$ cat src/rtl/alu_control_fsm.sv
// Multi-cycle control FSM for a small RV32I-style datapath.
// Every instruction walks IF -> ID -> EX -> MEM -> WB.
// The instruction is latched at the end of IF and decoded only from that copy.
// The EX-stage zero flag is latched at the end of EX to pick the next PC.
module alu_control_fsm #(
    parameter logic [2:0] S_IF  = 3'b000,
    parameter logic [2:0] S_ID  = 3'b001,
    parameter logic [2:0] S_EX  = 3'b010,
    parameter logic [2:0] S_MEM = 3'b011,
    parameter logic [2:0] S_WB  = 3'b100
) (
    input  logic        clk,
    input  logic        rst,
    input  logic [31:0] instr,
    input  logic        zero,
    output logic [3:0]  alu_op,
    output logic        alu_src,
    output logic        load_instr,
    output logic        mem_read,
    output logic        mem_write,
    output logic        mem_to_reg,
    output logic        reg_write,
    output logic        load_pc,
    output logic        pc_src,
    output logic        illegal
);

    localparam logic [6:0] OPC_R   = 7'b0110011;
    localparam logic [6:0] OPC_I   = 7'b0010011;
    localparam logic [6:0] OPC_LW  = 7'b0000011;
    localparam logic [6:0] OPC_SW  = 7'b0100011;
    localparam logic [6:0] OPC_BEQ = 7'b1100011;

    localparam logic [3:0] ALU_AND = 4'b0000;
    localparam logic [3:0] ALU_OR  = 4'b0001;
    localparam logic [3:0] ALU_ADD = 4'b0010;
    localparam logic [3:0] ALU_SUB = 4'b0110;
    localparam logic [3:0] ALU_SLT = 4'b0111;
    localparam logic [3:0] ALU_SRL = 4'b1000;
    localparam logic [3:0] ALU_SLL = 4'b1001;
    localparam logic [3:0] ALU_SRA = 4'b1010;
    localparam logic [3:0] ALU_XOR = 4'b1101;

    logic [2:0]  state_q;
    logic [2:0]  state_d;
    logic [31:0] instrReg_q;
    logic        branchTaken_q;

    logic [6:0]  opcode;
    logic [2:0]  funct3;
    logic        funct7b5;
    logic        isR;
    logic        isI;
    logic        isLw;
    logic        isSw;
    logic        isBeq;
    logic        isIllegal;
    logic [3:0]  aluOpDec;
    logic        unusedInstrBits;

    assign opcode    = instrReg_q[6:0];
    assign funct3    = instrReg_q[14:12];
    assign funct7b5  = instrReg_q[30];
    assign isR       = (opcode == OPC_R);
    assign isI       = (opcode == OPC_I);
    assign isLw      = (opcode == OPC_LW);
    assign isSw      = (opcode == OPC_SW);
    assign isBeq     = (opcode == OPC_BEQ);
    assign isIllegal = !(isR || isI || isLw || isSw || isBeq);

    // Register fields and immediates belong to the datapath, not to this block.
    assign unusedInstrBits = ^{instrReg_q[31], instrReg_q[29:15], instrReg_q[11:7]};

    // The sequence never branches: five cycles per instruction, whatever the opcode.
    always_comb begin
        state_d = S_IF;
        case (state_q)
            S_IF:    state_d = S_ID;
            S_ID:    state_d = S_EX;
            S_EX:    state_d = S_MEM;
            S_MEM:   state_d = S_WB;
            S_WB:    state_d = S_IF;
            default: state_d = S_IF;
        endcase
    end

    // State, latched instruction and branch decision; reset aborts the instruction in flight.
    always_ff @(posedge clk or posedge rst) begin
        if (rst) begin
            state_q       <= S_IF;
            instrReg_q    <= 32'd0;
            branchTaken_q <= 1'b0;
        end else begin
            state_q <= state_d;
            if (state_q == S_IF) begin
                instrReg_q <= instr;
            end
            if (state_q == S_EX) begin
                branchTaken_q <= isBeq & zero;
            end
        end
    end

    // ALU operation from opcode class and funct3/funct7[5]; I-type never subtracts.
    always_comb begin
        aluOpDec = ALU_ADD;
        if (isR || isI) begin
            case (funct3)
                3'b000:  aluOpDec = (isR && funct7b5) ? ALU_SUB : ALU_ADD;
                3'b001:  aluOpDec = ALU_SLL;
                3'b010:  aluOpDec = ALU_SLT;
                3'b011:  aluOpDec = ALU_ADD;
                3'b100:  aluOpDec = ALU_XOR;
                3'b101:  aluOpDec = funct7b5 ? ALU_SRA : ALU_SRL;
                3'b110:  aluOpDec = ALU_OR;
                3'b111:  aluOpDec = ALU_AND;
                default: aluOpDec = ALU_ADD;
            endcase
        end else if (isBeq) begin
            aluOpDec = ALU_SUB;
        end
    end

    // Control outputs from state and latched data only; rst forces the idle pattern at once.
    always_comb begin
        alu_op     = ALU_ADD;
        alu_src    = 1'b0;
        load_instr = 1'b0;
        mem_read   = 1'b0;
        mem_write  = 1'b0;
        mem_to_reg = 1'b0;
        reg_write  = 1'b0;
        load_pc    = 1'b0;
        pc_src     = 1'b0;
        illegal    = 1'b0;
        if (!rst) begin
            case (state_q)
                S_IF: begin
                    load_instr = 1'b1;
                end
                S_EX: begin
                    alu_op  = aluOpDec;
                    alu_src = isI || isLw || isSw;
                end
                S_MEM: begin
                    alu_op    = aluOpDec;
                    alu_src   = isI || isLw || isSw;
                    mem_read  = isLw;
                    mem_write = isSw;
                end
                S_WB: begin
                    alu_op     = aluOpDec;
                    alu_src    = isI || isLw || isSw;
                    reg_write  = isR || isI || isLw;
                    mem_to_reg = isLw;
                    load_pc    = 1'b1;
                    pc_src     = branchTaken_q;
                    illegal    = isIllegal;
                end
                default: begin
                    alu_op = ALU_ADD;
                end
            endcase
        end
    end

endmodule

$ cat config.mk
export PLATFORM = sky130hd
export DESIGN_NAME = alu_control_fsm
export DESIGN_NICKNAME = d
export VERILOG_FILES = /design/src/rtl/alu_control_fsm.sv
export SDC_FILE = /design/constraint.sdc
export NUM_CORES = 1
export LEC_CHECK = 0
export CAP_MARGIN = 20
export CORE_ASPECT_RATIO = 0.75
export CORE_MARGIN = 3
export CORE_UTILIZATION = 39
export DETAILED_ROUTE_END_ITERATION = 7
export MAX_ROUTING_LAYER = met4
export PLACE_DENSITY_LB_ADDON = 0.3
export SLEW_MARGIN = 30
export SYNTH_ARGS = -nofsm -noshare
export SYNTH_HDL_FRONTEND = slang
export SYNTH_SLANG_ARGS = --single-unit
$ cat constraint.sdc
create_clock -name clk -period 3.3 [get_ports clk]
set_input_delay 0.66 -clock clk [delete_from_list [all_inputs] [get_ports clk]]
set_output_delay 0.66 -clock clk [all_outputs]
set_load 0.005 [all_outputs]
==> results.json <==
{
  "min_path_type": "reg -> reg",
  "ys_warn_count": 0,
  "fin_util_pct": 60.6,
  "power_density_nw_per_um2": 310,
  "drv_slew": 0,
  "h-tree-depth": 1,
  "cp_data_required_time_ns": 2.64,
  "die_width_microns": 57.7,
  "period_share_pct": 87.9,
  "slew_headroom_pct": 41.3,
  "netlist.area_leader.share_pct": 47.9,
  "grt_pass1_wl_mm": 3.02,
  "track_usage_pct": 16.2,
  "syn-instance-count": 74,
  "comb_power_share_pct": 11.9,
  "synth_top_area_cell": "dfrtp_1",
  "coreArea_sq_um": 1820,
  "dieArea_sq_um": 2590,
  "drtIter0Drc": 12,
  "vias": 644,
  "grt_max_degree": 11,
  "period_minus_slack_ns": 2.90,
  "endpoint_kind": "output pin",
  "rows": 13,
  "cts_buffers": 3,
  "crit_type": "reg -> out",
  "switchingPower_uw": 79.4,
  "tightest_slew_ns": 0.873,
  "start_util_pct": 43.0,
  "drt-wirelength-per-cell_microns": 13.2,
  "dp_slack_ns": 0.462,
  "layout-drive-gt1-share_pct": 18.1,
  "antenna_found_initial": 0,
  "power.total_uw": 342,
  "nets": 141,
  "drv_cap": 0,
  "clock_latency_ns": 0.28,
  "synthesis.nets": 109,
  "peakVddDrop_uv": 308,
  "fin_setup_tns_ns": 0,
  "cts.sinks": 15,
  "clockBufferDepth": 2,
  "cts_hold_buf": 0,
  "hold_viol": 0,
  "grt_overflow": 0,
  "drc": 0,
  "place_area_sq_um": 1080,
  "ant_nets": 0,
  "cts_setup_buffers": 0,
  "final_area_sq_um": 1100,
  "diodes": 0,
  "internal_power_uw": 263,
  "leakage_uw": 0.000453,
  "firstDrtPassIters": 4,
  "cts_resized": 0,
  "synthToLayoutAreaGrowth_pct": 41.1,
  "path_max_fanout": 8,
  "routabilityCongestion": 0.846,
  "synth.top_cells.by_count": "dfrtp_1 (15), mux2_2 (10), nor2_1 (7), nand2_1 (5), inv_1 (4)",
  "final.setup_skew_ns": 0.00297,
  "wl_mm": 1.68,
  "layout_setup_ws_ns": 0.400,
  "ios": 48,
  "synth_most_common_cell": "dfrtp_1",
  "finalSetupViolations": 0,
  "rsz0062_at_grt": "false",
  "ys_seq_area_share_pct": 47.9,
  "synthesis.area_sq_um": 783,
  "synth-edff-count": 0,
  "async_flop_share_pct": 100,
  "p_sw_share_pct": 23.2,
  "synthDistinctLibCells": 28,
  "routed_via_density": 5.07,
  "netlist_top_cells_area": "dfrtp_1 (48%), mux2_2 (14%), nor2_1 (3.4%), nand2_1 (2.4%), xnor2_1 (2.2%)",
  "postSynthAreaPerCell_sq_um": 10.6,
  "clock.fmax_mhz": 345,
  "startpoint_type": "flop",
  "fillers": 174,
  "cts_tree": "yes",
  "power.share.sequential_pct": 58.0,
  "arrival_ns": 2.24,
  "die_y_microns": 44.8,
  "grt_pass1_vias": 670,
  "cts_root_buf": "clkbuf_4",
  "port_buffers": 26,
  "status": "finished clean",
  "yosys_register_bits": 15,
  "synth_flop_cell": "dfrtp_1",
  "hpwl_mm": 1.36,
  "clockPowerShare_pct": 30.0,
  "cts.clk_slew.worst_paths_ns": 0.09
}
[routing by layer]
metal,vias to the layer above,part of all wire (%),global-route usage (%)
met2,16,47,26.6
met3,2,6.6,6.86
met1,296,45,18.9
li1,330,-,-
met5,-,0,-
met4,0,0.78,3.24
[state kept, by name (all words and copies together) (netlist names)]
signal and flops:
branchTaken_q 1, instrReg_q 11, state_q 3
[area by class of cell]
| cell class | instances | area (sq um) | share of cell area (%) |
|---|---|---|---|
| timing repair buffer | 29 | 283 | 25.6 |
| multi-input combinational | 53 | 377 | 34.1 |
| tap | 22 | 27.5 | 2.49 |
| clock buffer | 3 | 22.5 | 2.04 |
| inverter | 4 | 15.0 | 1.36 |
| sequential | 15 | 375 | 34.0 |
| clock inverter | 1 | 5.00 | 0.453 |
[power by group through the flow]
stage               sequential [uW]  clock [uW]  combinational (uW)
floorplan                       200           0                17.3
global placement                202           0                40.4
detailed placement              202           0                41.5
CTS                             198         108                41.5
global route                    200         119                45.2
finish                          198         103                40.8
[critical path: stages (launching register included)]
cell and delay [ns]:
dfrtp_1 0.47, or3b_1 0.42, a21o_1 0.22, nor2_2 0.15
and4bb_1 0.20, clkdlybuf4s50_1 0.50
[cell usage in the layout (no fill, tap or decap), types with 2 or more instances in the layout]
cell type        Yosys  routed
clkbuf_4             0       3
and3_1               2       2
a211oi_1             2       2
dfrtp_1             15      15
nor4_1               2       2
clkdlybuf4s50_1      0      26
buf_4                0       3
mux2_2              10      10
nand2b_1             2       2
nor3_1               3       3
xnor2_1              2       2
nand2_1              5       5
nor2_1               7       7
inv_1                4       4
nor2b_1              2       2
o21ai_0              3       3
[cell families after synthesis]
kind of cell	after synthesis	synth area share (%)
and+or+nand+nor	32	23.8
xor gates and xnor gates	2	2.24
buffers and inverters	6	3.99
AOI/OAI and AO/OA	9	7.67
DFF	15	47.9
muxes	10	14.4
[path summary, 6_finish.rpt]
path | start | endpoint | slack [ns] | cells after the start
worst min-delay path | state_q[2]$_DFF_PP0_ | state_q[0]$_DFF_PP0_ | 0.50 | 1
min in group asynchronous | rst | instrReg_q[1]$_DFFE_PP0P_ | 0.78 | 3
worst min register to register | state_q[2]$_DFF_PP0_ | state_q[0]$_DFF_PP0_ | 0.50 | 1
worst max register to register | state_q[0]$_DFF_PP0_ | instrReg_q[0]$_DFFE_PP0P_ | 1.34 | 3
max in group asynchronous | rst | instrReg_q[14]$_DFFE_PP0P_ | 2.36 | 3
worst max-delay path | state_q[0]$_DFF_PP0_ | alu_op[3] | 0.40 | 5
[stage by stage]
step                      cells  hold WS, ns
after global routing        127        0.551
after global placement      123        0.483
after CTS                   127        0.503
after detailed placement    123        0.488
after floorplan              74        0.460
final                       127        0.503
Power figures use the tool's default switching activity.
